<file path="config.mk">
export PLATFORM = sky130hd
export DESIGN_NAME = shift_seq_ctrl_flat
export DESIGN_NICKNAME = d
export VERILOG_FILES = /design/src/rtl/shift_seq_ctrl_if.sv /design/src/rtl/shift_seq_ctrl.sv /design/src/flat_wrapper.sv
export SDC_FILE = /design/constraint.sdc
export NUM_CORES = 1
export LEC_CHECK = 0
export CORE_ASPECT_RATIO = 1.1
export CORE_MARGIN = 1.5
export CORE_UTILIZATION = 53
export CTS_BUF_LIST = sky130_fd_sc_hd__clkbuf_16
export CTS_CLUSTER_DIAMETER = 80
export DETAILED_ROUTE_END_ITERATION = 16
export PLACE_DENSITY_LB_ADDON = 0.2
export REMOVE_ABC_BUFFERS = 1
export SYNTH_ARGS = -nofsm -noshare
export SYNTH_HDL_FRONTEND = slang
export SYNTH_SLANG_ARGS = --single-unit
</file>
<file path="constraint.sdc">
create_clock -name CLOCK_50 -period 2.47 [get_ports CLOCK_50]
set_input_delay 0.3705 -clock CLOCK_50 [delete_from_list [all_inputs] [get_ports CLOCK_50]]
set_output_delay 0.3705 -clock CLOCK_50 [all_outputs]
set_load 0.03 [all_outputs]
</file>
<file path="src/rtl/shift_seq_ctrl_if.sv">
// rtl/shift_seq_ctrl_if.sv - front-panel inputs and datapath strobes of the shift sequencer
//
// Purpose: groups the raw panel inputs and the shift/clear strobes so the
// sequencer and whatever drives/consumes it connect through one bundle.
// Signals:
//   key_n, clr_n  raw active-low buttons (asynchronous)
//   auto_mode     raw level switch, 1 = timer-driven shifting
//   sw_in         raw serial data bit
//   shift_en      one-cycle shift strobe, shift_bit valid with it
//   clr           one-cycle clear strobe
//   state         sequencer state code, busy = state not IDLE
//   shift_cnt     shifts issued since last clear/reset
// Modports: master drives the raw inputs, slave is the sequencer.
interface shift_seq_ctrl_if;
  logic       key_n;
  logic       clr_n;
  logic       auto_mode;
  logic       sw_in;
  logic       shift_en;
  logic       shift_bit;
  logic       clr;
  logic [1:0] state;
  logic       busy;
  logic [7:0] shift_cnt;

  modport master (
    output key_n, clr_n, auto_mode, sw_in,
    input  shift_en, shift_bit, clr, state, busy, shift_cnt
  );

  modport slave (
    input  key_n, clr_n, auto_mode, sw_in,
    output shift_en, shift_bit, clr, state, busy, shift_cnt
  );
endinterface

</file>
<file path="src/rtl/shift_seq_ctrl.sv">
// rtl/shift_seq_ctrl.sv - debounced button / auto-timer shift sequencer
//
// Purpose: synchronizes and debounces the panel buttons, turns button presses
// and auto-timer expiries into single-cycle shift or clear strobes for a
// downstream shift register, and counts the shifts issued.
// Ports:
//   CLOCK_50  single clock, all state on the rising edge
//   RESET     synchronous active-high reset
//   bus       shift_seq_ctrl_if.slave (raw inputs in, strobes/status out)
// shift_cnt is updated on entry to SHIFT/CLEAR, so it already shows the new
// value during the strobe cycle.
module shift_seq_ctrl #(
  parameter int DEBOUNCE_CYCLES = 16,
  parameter int AUTO_DIV        = 8
) (
  input  logic             CLOCK_50,
  input  logic             RESET,
  shift_seq_ctrl_if.slave  bus
);

  localparam int DW = $clog2(DEBOUNCE_CYCLES);
  localparam int TW = $clog2(AUTO_DIV);
  localparam logic [DW-1:0] DEB_LAST = DW'(DEBOUNCE_CYCLES - 1);
  localparam logic [TW-1:0] TMR_LAST = TW'(AUTO_DIV - 1);

  // Synchronizer bit order {sw_in, auto_mode, clr_n, key_n}; buttons idle high.
  localparam logic [3:0] SYNC_RST = 4'b0011;

  typedef enum logic [1:0] {
    IDLE  = 2'b00,
    SHIFT = 2'b01,
    HOLD  = 2'b10,
    CLEAR = 2'b11
  } state_t;

  logic [3:0]    sync1, sync2;
  logic [1:0]    sync_vld;
  logic [DW-1:0] deb_cnt [2];
  logic [1:0]    deb, deb_d1, armed, press;   // index 0 = key, 1 = clr
  logic [TW-1:0] timer_q;
  state_t        state_q, state_d;
  logic          manual_q, manual_d;
  logic          load_bit;
  logic          timer_expire;
  logic          shift_bit_q;
  logic [7:0]    shift_cnt_q;

  logic auto_s;
  logic sw_s;
  assign auto_s = sync2[2];
  assign sw_s   = sync2[3];

  // Input conditioning. sync_vld marks when sync2 carries post-reset samples
  // rather than its reset value. A button is only armed once it has been seen
  // released, so a button held through reset never yields a press.
  // Press strobes are registered once more after the debounced fall.
  always_ff @(posedge CLOCK_50) begin
    if (RESET) begin
      sync1    <= SYNC_RST;
      sync2    <= SYNC_RST;
      sync_vld <= 2'd0;
      deb      <= 2'b11;
      deb_d1   <= 2'b11;
      armed    <= 2'b00;
      press    <= 2'b00;
      for (int i = 0; i < 2; i++) deb_cnt[i] <= '0;
    end else begin
      sync1  <= {bus.sw_in, bus.auto_mode, bus.clr_n, bus.key_n};
      sync2  <= sync1;
      deb_d1 <= deb;
      if (sync_vld != 2'd2) sync_vld <= sync_vld + 2'd1;
      for (int i = 0; i < 2; i++) begin
        if (sync2[i] == deb[i]) begin
          deb_cnt[i] <= '0;
        end else if (deb_cnt[i] == DEB_LAST) begin
          deb[i]     <= sync2[i];
          deb_cnt[i] <= '0;
        end else begin
          deb_cnt[i] <= deb_cnt[i] + DW'(1);
        end
        if (sync_vld == 2'd2 && sync2[i] && deb[i]) armed[i] <= 1'b1;
        press[i] <= armed[i] & deb_d1[i] & ~deb[i];
      end
    end
  end

  // Next-state logic. Clear beats manual key beats auto timer; losers are dropped.
  always_comb begin
    state_d      = state_q;
    manual_d     = manual_q;
    load_bit     = 1'b0;
    timer_expire = (state_q == IDLE) && auto_s && (timer_q == TMR_LAST);
    case (state_q)
      IDLE: begin
        if (press[1]) begin
          state_d = CLEAR;
        end else if (press[0]) begin
          state_d  = SHIFT;
          manual_d = 1'b1;
          load_bit = 1'b1;
        end else if (timer_expire) begin
          state_d  = SHIFT;
          manual_d = 1'b0;
          load_bit = 1'b1;
        end
      end
      SHIFT:   state_d = manual_q ? HOLD : IDLE;
      CLEAR:   state_d = (deb == 2'b11) ? IDLE : HOLD;
      HOLD: begin
        if (press[1])           state_d = CLEAR;
        else if (deb == 2'b11)  state_d = IDLE;
      end
      default: state_d = IDLE;
    endcase
  end

  always_ff @(posedge CLOCK_50) begin
    if (RESET) begin
      state_q     <= IDLE;
      manual_q    <= 1'b0;
      shift_bit_q <= 1'b0;
      shift_cnt_q <= 8'd0;
      timer_q     <= '0;
    end else begin
      state_q  <= state_d;
      manual_q <= manual_d;
      if (load_bit) shift_bit_q <= sw_s;
      if (state_d == SHIFT)      shift_cnt_q <= shift_cnt_q + 8'd1;
      else if (state_d == CLEAR) shift_cnt_q <= 8'd0;
      // Timer runs only while idling in auto mode; leaving IDLE zeroes it.
      if (state_q == IDLE && auto_s)
        timer_q <= (timer_q == TMR_LAST) ? '0 : timer_q + TW'(1);
      else
        timer_q <= '0;
    end
  end

  assign bus.state     = state_q;
  assign bus.shift_en  = (state_q == SHIFT);
  assign bus.clr       = (state_q == CLEAR);
  assign bus.busy      = (state_q != IDLE);
  assign bus.shift_bit = shift_bit_q;
  assign bus.shift_cnt = shift_cnt_q;

endmodule

</file>
<file path="src/flat_wrapper.sv">
// flat-port wrapper written by rule: the top's interface ports become plain ports
module shift_seq_ctrl_flat 
#(
  parameter int DEBOUNCE_CYCLES = 16,
  parameter int AUTO_DIV        = 8
)
  (CLOCK_50, RESET, bus_key_n, bus_clr_n, bus_auto_mode, bus_sw_in, bus_shift_en, bus_shift_bit, bus_clr, bus_state, bus_busy, bus_shift_cnt);
  shift_seq_ctrl_if bus_i ();
  input  logic CLOCK_50;
  input  logic RESET;
  input wire logic [$bits(bus_i.key_n)-1:0] bus_key_n;
  input wire logic [$bits(bus_i.clr_n)-1:0] bus_clr_n;
  input wire logic [$bits(bus_i.auto_mode)-1:0] bus_auto_mode;
  input wire logic [$bits(bus_i.sw_in)-1:0] bus_sw_in;
  output wire logic [$bits(bus_i.shift_en)-1:0] bus_shift_en;
  output wire logic [$bits(bus_i.shift_bit)-1:0] bus_shift_bit;
  output wire logic [$bits(bus_i.clr)-1:0] bus_clr;
  output wire logic [$bits(bus_i.state)-1:0] bus_state;
  output wire logic [$bits(bus_i.busy)-1:0] bus_busy;
  output wire logic [$bits(bus_i.shift_cnt)-1:0] bus_shift_cnt;
  assign bus_i.key_n = bus_key_n;
  assign bus_i.clr_n = bus_clr_n;
  assign bus_i.auto_mode = bus_auto_mode;
  assign bus_i.sw_in = bus_sw_in;
  assign bus_shift_en = bus_i.shift_en;
  assign bus_shift_bit = bus_i.shift_bit;
  assign bus_clr = bus_i.clr;
  assign bus_state = bus_i.state;
  assign bus_busy = bus_i.busy;
  assign bus_shift_cnt = bus_i.shift_cnt;
  shift_seq_ctrl #(.DEBOUNCE_CYCLES(DEBOUNCE_CYCLES), .AUTO_DIV(AUTO_DIV)) u_core (.CLOCK_50(CLOCK_50), .RESET(RESET), .bus(bus_i));
endmodule
</file>
# Yosys cells after proc, flatten, opt, wreduce, memory -nomap -nowiden

Memories as Yosys holds them, arrays and structs flattened.
Cells that the tools add are included.

Register bits: 33
Memory bits (writable): 8
Input port bits: 6
Output and inout bits: 14
Memories: 1

Memories:

| name           | words | width | rd ports | clocked after Yosys merged registers in | write ports | RTL line             | RTL |
|---|---|---|---|---|---|---|---|
| u_core.deb_cnt | 2     | 4     | 2        | 0                                       | 2           | shift_seq_ctrl.sv:38 | `logic [DW-1:0] deb_cnt [2];` |

Add/sub/neg operators: 5
Eq/ne operators: 13
Multiplexer cells: 46
Bitwise gates (word level): 16
Reduce and logical (&&, ||, !) cells: 14

Operator list:

| cell                                                | count |
|---|---|
| 2-to-1 mux 1 bit                                    | 30 |
| 2-to-1 mux 4 bit                                    | 6 |
| 2-to-1 mux 8 bit                                    | 2 |
| 2-to-1 mux 2 bit                                    | 7 |
| equality test 2 bit, second input constant          | 5 |
| adder 4 x 1 -> 4 bit, second input constant         | 2 |
| adder 8 x 1 -> 8 bit, second input constant         | 1 |
| equality test 4 bit, second input constant          | 2 |
| one-hot mux 2 bit (4 select lines)                  | 1 |
| logical AND 1 bit                                   | 6 |
| NOT 1 bit                                           | 6 |
| bitwise OR 1 bit                                    | 6 |
| nonzero test 2 bit                                  | 3 |
| AND 1 bit                                           | 4 |
| equality test 2 x 1 -> 1 bit, second input constant | 2 |
| AND reduction 2 bit                                 | 2 |
| adder 3 x 1 -> 3 bit, second input constant         | 1 |
| equality test 3 bit, second input constant          | 1 |
| AND reduction 3 bit                                 | 1 |
| OR reduction 3 bit                                  | 1 |
| adder 2 x 1 -> 2 bit, second input constant         | 1 |
| equality test 1 bit                                 | 2 |
| logical NOT 2 bit                                   | 1 |
| inequality test 2 bit, second input constant        | 1 |

# Logic depth before layout (Yosys ltp)

Gate-level depths: netlist (run 1).

Depth after elaboration: 10
Mapped depth: 7
Depth with buffers taken out: 6

# Worst setup path before layout (run 1)

Ideal clock, no wire load.

Path kind: register -> register
Start: register u_core.timer_q[0]
End: register u_core.shift_cnt_q[7], in the netlist u_core.bus.shift_cnt[7]
Data arrival time: 1832 ps
Data required time: 2400 ps
Slack: 568 ps
Cell stages (with the launch flop): 8
Period minus slack after synthesis: 1902 ps
Cells stage by stage: dfxtp_1 > ha_1 > ha_1 > a211oi_2 > or3_1 > clkbuf_2 > or4_1 > a21oi_1

Longest elaborated chain between the ends: 8

RTL lines:

| what                                                                | RTL line                                     | RTL |
|---|---|---|
| start, declared                                                     | shift_seq_ctrl.sv:40                         | `logic [TW-1:0] timer_q;` |
| start signal, assigned                                              | shift_seq_ctrl.sv:132                        | `timer_q <= (timer_q == TMR_LAST) ? '0 : timer_q + TW'(1);` |
| equality test 3 bit *                                               | shift_seq_ctrl.sv:92                         | `timer_expire = (state_q == IDLE) && auto_s && (timer_q == TMR_LAST);` |
| logical AND 1 bit *                                                 | shift_seq_ctrl.sv:92                         |  |
| 2-to-1 mux 2 bit *                                                  | shift_seq_ctrl.sv:101                        | `end else if (timer_expire) begin` |
| 2-to-1 mux 2 bit *                                                  | shift_seq_ctrl.sv:97                         | `end else if (press[0]) begin` |
| 2-to-1 mux 2 bit *                                                  | shift_seq_ctrl.sv:95                         | `if (press[1]) begin` |
| one-hot mux 2 bit (4 select lines) *                                | shift_seq_ctrl.sv:93                         | `case (state_q)` |
| equality test 2 x 1 -> 1 bit or equality test 2 bit (tied branches) | shift_seq_ctrl.sv:128, shift_seq_ctrl.sv:129 |  |
| 2-to-1 mux 8 bit or nonzero test 2 bit (tied branches)              | n/a                                          |  |
| end signal, assigned                                                | shift_seq_ctrl.sv:128                        | `if (state_d == SHIFT) shift_cnt_q <= shift_cnt_q + 8'd1;` |
| end, declared                                                       | shift_seq_ctrl.sv:46                         | `logic [7:0] shift_cnt_q;` |

Mark *: on every way between the ends. The rest lies on a longest branch, timed or not.
A chain may end at the register's enable or synchronous reset.

# Final worst setup path (run 1)

Start: register u_core.state_q[0], in the netlist u_core.bus.state[0]
End: output bus_shift_en

Longest elaborated chain between the ends: 1

RTL lines:

| what                         | RTL line              | RTL |
|---|---|---|
| start, declared              | shift_seq_ctrl.sv:41  | `state_t state_q, state_d;` |
| start signal, assigned       | shift_seq_ctrl.sv:125 | `state_q <= state_d;` |
| equality test 2 x 1 -> 1 bit | shift_seq_ctrl.sv:139 | `assign bus.shift_en = (state_q == SHIFT);` |
| end, declared                | flat_wrapper.sv:15    | `output wire logic [$bits(bus_i.shift_en)-1:0] bus_shift_en;` |

Every way passes these cells.

==> flow_metrics.tcl, run 1 <==
set metrics [dict create \
    r2r_slack_ns 0.44 \
    core_sq_um 2830 \
    async_reset_ff_frac 0 \
    cts_root_buf "clkbuf_16" \
    ys_types 33 \
    grt-ovfl-total 0 \
    multi_input_area_sq_um 712 \
    rsz0062_at_grt "false" \
    synth_largest_area_cell "dfxtp_1" \
    combinationalPowerShare 0.089 \
    grt_pass1_wl_um 4900 \
    skew_ns 0.00721 \
    p_int_mw 1.15 \
    grt_pass1_vias 1130 \
    final_antenna_net_count 0 \
    synth_edf_count 8 \
    hold_path_depth 1 \
    ys_seq_area_frac 0.559 \
    p_sw_mw 0.330 \
    viasPerCell 5.24 \
    post_cts_resized 0 \
    clk_pin_slew_ns 0.06 \
    critical_path_class "register to primary output" \
    cts_hold_buf 0 \
    hp-start "u_core.sync1[1]" \
    nFillCells 226 \
    p_per_area_nw_per_um2 738 \
    clk_path_buf_depth 2 \
    hold_violations 0 \
    first_iter_violations 35 \
    cp-end-kind "primary output" \
    critPathLaunchType "register" \
    die-area_sq_um 3380 \
    fmax_mhz 486 \
    antenna_found_initial 0 \
    synth.top_cell.area_share 0.410 \
    switching_share 0.223 \
    max-cap-violations 0 \
    critPathArrivalTime_ns 1.69 \
    grt_max_degree 15 \
    synth_warnings 0 \
    slew_headroom 0.526 \
    hp-class "register to register" \
    synth_area_leaders "dfxtp_1 41%, edfxtp_1 15%, nor2_1 5.4%" \
    rows 20 \
    drive_above_1_share 0.105 \
    drc 0 \
    cts_made_buffers 5 \
    start_util 0.569 \
    leakagePower_nw 0.796 \
    place_congestion 0.737 \
    min_to "u_core.sync2[1]" \
    area_growth_pct 24.6 \
    final_nets 202 \
    min_period_ns 2.06 \
    tightest_slew_ns 0.712 \
    status "finished clean" \
    hpwl_um 1980 \
    fin_area_sq_um 2010 \
    vdd_drop_max_v 0.000543 \
    wl_per_cell_um 12.4 \
    io_buffers 19 \
    synth_common_cells "33 x dfxtp_1, 23 x nor2_1, 9 x nand2_1, 9 x nor2b_1" \
    synthCells 158 \
    globalRouteTotalUtil 0.194 \
    first_pass_iters 4 \
    synth_area_per_cell_sq_um 10.2 \
    cts_setup_buffers 0 \
    dieHeight_um 60.8 \
    reg2reg_to "u_core.bus.shift_cnt[7]" \
    pin_count 20 \
    cts_tree "done" \
    via_count 1174 \
    wl_um 2780 \
    yosysMostFrequentCell "dfxtp_1" \
    seqCellArea_sq_um 901 \
    ys.flop_type "dfxtp_1" \
    setup_violations 0 \
    worst-path-max-fanout 9 \
    placed_area_sq_um 1870 \
    die_x_um 55.6 \
    clock-sinks 41 \
    clockPowerShare 0.403 \
    insertion_delay_ns 0.28 \
    crit_start "u_core.bus.state[0]" \
    r2r-start "u_core.timer_q[0]" \
    period_share 0.833 \
    antenna_cells 0 \
    synthesis.area_sq_um 1610 \
    setup_tns_ns 0 \
    slew_violations 0 \
    ys_seq_elements 41 \
    fin_util 0.710 \
    p_seq_frac 0.508 \
    htree_levels 2 \
    r2r_cells 6 \
    critPathRequiredTime_ns 2.10 \
]
[metrics by stage]
stage	worst slack, ns	hold slack [ns]	power [mW]	std cells
detailed placement	0.447	0.393	0.901	216
global placement	0.531	0.391	0.887	216
finish	0.412	0.405	1.48	224
global route	0.324	0.430	1.55	224
CTS	0.406	0.406	1.50	224
floorplan	0.599	0.389	0.855	162
[cell usage in the layout (no fill, tap or decap), types with 6 or more instances in the layout]
| cell type | netlist | layout |
|---|---|---|
| nor2_1 | 23 | 23 |
| nand2_1 | 9 | 9 |
| or2_2 | 8 | 8 |
| ha_1 | 6 | 6 |
| nor2b_1 | 9 | 9 |
| dfxtp_1 | 33 | 33 |
| nand3_1 | 8 | 8 |
| a21oi_1 | 6 | 6 |
| clkdlybuf4s50_1 | 0 | 19 |
| edfxtp_1 | 8 | 8 |
| conb_1 | 1 | 8 |
| xnor2_1 | 6 | 6 |
[worst max-delay path by stage]
stage                                         end  slack, ns  depth (start not counted)
after global routing                 bus_shift_en       0.32                          2
final                                bus_shift_en       0.41                          2
after floorplan           u_core.bus.shift_cnt[7]       0.60                          6
after global placement    u_core.bus.shift_cnt[7]       0.53                          6
after CTS                            bus_shift_en       0.41                          2
after detailed placement  u_core.bus.shift_cnt[7]       0.45                          6
[power by group through the flow]
stage	Combinational, mW	Sequential [mW]	Clock [mW]
floorplan	0.0890	0.766	0
global placement	0.124	0.763	0
detailed placement	0.135	0.766	0
CTS	0.135	0.752	0.608
global route	0.157	0.757	0.640
finish	0.132	0.752	0.598
[worst max-delay path, cell delays in order, from the launching register on]
cell and delay [ns]:
dfxtp_1 0.46, nor2b_1 0.24, clkdlybuf4s50_1 0.70
[cell families after synthesis]
logic type,after synthesis,synth area share
and+or+nand+nor,76,0.243
DFF,41,0.559
AOI/OAI and AO/OA,17,0.0723
xor gates and xnor gates,9,0.0490
adders and majority gates,6,0.0466
buffers and inverters,6,0.0148
muxes,2,0.0124
other,1,0.00233
[final cells by class]
cell class / count / area share
Multi-Input combinational cell: 118 / 0.355
Clock buffer: 5 / 0.0623
Clock inverter: 3 / 0.00561
Sequential cell: 41 / 0.449
Tap cell: 33 / 0.0206
Timing Repair Buffer: 21 / 0.102
Inverter: 3 / 0.00561
[sequential cells by signal (all words and copies together), names as in the netlist]
signal and count:
u_core.armed 2, u_core.bus.shift_bit 1, u_core.bus.shift_cnt 8, u_core.bus.state 2, u_core.deb 2, u_core.deb_cnt 8
u_core.deb_d1 2, u_core.manual_q 1, u_core.press 2, u_core.sync1 4, u_core.sync2 4, u_core.sync_vld 2
u_core.timer_q 3
[routing by layer]
layer / GRT usage / up-vias / part of all wire
met3: 0.0640 / 9 / 0.055
met2: 0.337 / 35 / 0.47
li1: - / 601 / -
met4: 0.105 / 0 / 0.025
met5: 0 / - / 0
met1: 0.217 / 529 / 0.45
No activity file was read; power rests on OpenSTA's default activity.
==> inputs of run 2 (changes only) <==
- clock period: 2.47 -> 2.2 ns (I/O delays scaled with it)
==> run 2 against run 1 <==
Effect of this change: first-iteration DRC count is 2.9% higher; die area stayed put; final cell count rose by 0.45%; total power increased by 12%.
==> flow_metrics.tcl, run 2 (same netlist as run 1, synthesis figures left out) <==
set metrics [dict create \
    status "finished clean" \
    cts_hold_buf 0 \
    r2r_cells 6 \
    hp-class "register to register" \
    worst-path-max-fanout 8 \
    htree_levels 2 \
    clk_path_buf_depth 2 \
    setup_violations 0 \
    max-cap-violations 0 \
    grt_max_degree 14 \
    cts_made_buffers 5 \
    cts_tree "done" \
    antenna_cells 0 \
    rows 20 \
    crit_family "simple AND/OR/NAND/NOR gates" \
    vdd_drop_max_v 0.000629 \
    skew_ns 0.00607 \
    worstPathCellList "ha_1 > ha_1 > a211oi_2 > or3_1 > or4_1 > a21oi_1" \
    slew_violations 0 \
    period_share 0.922 \
    final_cell_mix "33 x dfxtp_1, 23 x nor2_1, 19 x clkdlybuf4s50_1, 9 x nor2b_1, 9 x nand2_1" \
    drive_above_1_share 0.109 \
    crit_buf_inv 0 \
    crit_slowest_cell "or4_1" \
    final_antenna_net_count 0 \
    max_stage_delay_ns 0.53 \
    min_period_ns 2.03 \
    wl_um 2850 \
    die-area_sq_um 3380 \
    fmax_mhz 493 \
    clk_pin_slew_ns 0.06 \
    combinationalPowerShare 0.092 \
    hold_violations 0 \
    globalRouteTotalUtil 0.195 \
    post_cts_resized 0 \
    p_seq_frac 0.508 \
    place_congestion 0.746 \
    final_nets 203 \
    cpMostUsedCell "ha_1" \
    first_pass_iters 4 \
    grt-ovfl-total 0 \
    grt_pass1_vias 1138 \
    antenna_found_initial 0 \
    critical_path_class "register to register" \
    hold_ws_ns 0.404 \
    grt_pass1_wl_um 4930 \
    r2r-start "u_core.timer_q[0]" \
    io_buffers 19 \
    rsz0062_at_grt "false" \
    clockPowerShare 0.400 \
    reg2reg_to "u_core.bus.shift_cnt[7]" \
    clock-sinks 41 \
    start_util 0.569 \
    via_count 1211 \
    area_growth_pct 25.1 \
    layout_commonest_cell "dfxtp_1" \
    p_per_area_nw_per_um2 827 \
    setup_tns_ns 0 \
    critPathArrivalTime_ns 2.24 \
    drc 0 \
    cts_root_buf "clkbuf_16" \
    nFillCells 224 \
    leakagePower_nw 0.802 \
    switching_share 0.223 \
    viasPerCell 5.38 \
    tightest_slew_ns 0.812 \
    pin_count 20 \
    r2r_slack_ns 0.17 \
    die_x_um 55.6 \
    critPathLaunchType "register" \
    cp.depth 6 \
    first_iter_violations 36 \
    insertion_delay_ns 0.28 \
    crit_end "u_core.bus.shift_cnt[7]" \
    cp-end-kind "register" \
    wl_per_cell_um 12.6 \
    hpwl_um 2020 \
    dieHeight_um 60.8 \
    crit_start "u_core.timer_q[0]" \
    seqCellArea_sq_um 901 \
    cts_setup_buffers 0 \
    p_sw_mw 0.372 \
    p_int_mw 1.29 \
    slew_headroom 0.459 \
    core_sq_um 2830 \
    critPathRequiredTime_ns 2.42 \
    multi_input_area_sq_um 712 \
    fin_util 0.712 \
]
run 2: changes by cell type in the layout (fill, tap and decap cells not counted):
cell	previous run	this run
buf_4	2	3
run 2: how the worst min path moves through the flow:
stage                          from         endpoint  depth (start not counted)
CTS                 u_core.sync1[1]  u_core.sync2[1]                          1
global route        u_core.sync1[1]  u_core.sync2[1]                          1
detailed placement  u_core.sync1[1]  u_core.sync2[1]                          1
global placement    u_core.sync1[1]  u_core.sync2[1]                          1
finish              u_core.sync1[1]  u_core.sync2[1]                          1
floorplan           u_core.sync1[0]  u_core.sync2[0]                          1
run 2: final cells by class:
cell class / instances / share of cell area
well taps: 33 / 0.0205
repair buffers: 22 / 0.106
clock buffers: 5 / 0.0621
flip-flops and latches: 41 / 0.447
multi-input cells: 118 / 0.353
inverters: 3 / 0.00559
clock inverters: 3 / 0.00559
run 2: routing by layer:
metal  GRT usage  routed length, um
met2       0.338               1420
met1       0.220               1230
met5           0                  0
met4      0.0941                 50
met3      0.0640                149
run 2: power by group through the flow:
stage | Combinational (mW) | Clock [mW] | Sequential, mW
2_1_floorplan | 0.0999 | 0 | 0.860
3_3_place_gp | 0.140 | 0 | 0.856
3_5_place_dp | 0.150 | 0 | 0.862
4_1_cts | 0.153 | 0.685 | 0.847
5_1_grt | 0.184 | 0.712 | 0.854
6_report | 0.153 | 0.666 | 0.847
run 2: stage by stage:
stage               instances  cell area, sq um  total power, mW  setup slack [ns]
global placement          217              1880            0.996             0.256
detailed placement        217              1880             1.01             0.188
finish                    225              2010             1.67             0.172
floorplan                 162              1620            0.960             0.329
CTS                       225              2010             1.68             0.164
global route              225              2010             1.75            0.0828
==> inputs of run 3 (changes only) <==
- MAX_ROUTING_LAYER: default -> met4
==> results of run 3 <==
No change in the layout: final DEF, timing and power equal those of run 2.
Among the figures that moved: final weighted congestion in routability-driven placement 0.746 -> 0.756; overall routing resource usage 0.195 -> 0.201; violation count after the first detailed-route iteration 36 -> 37
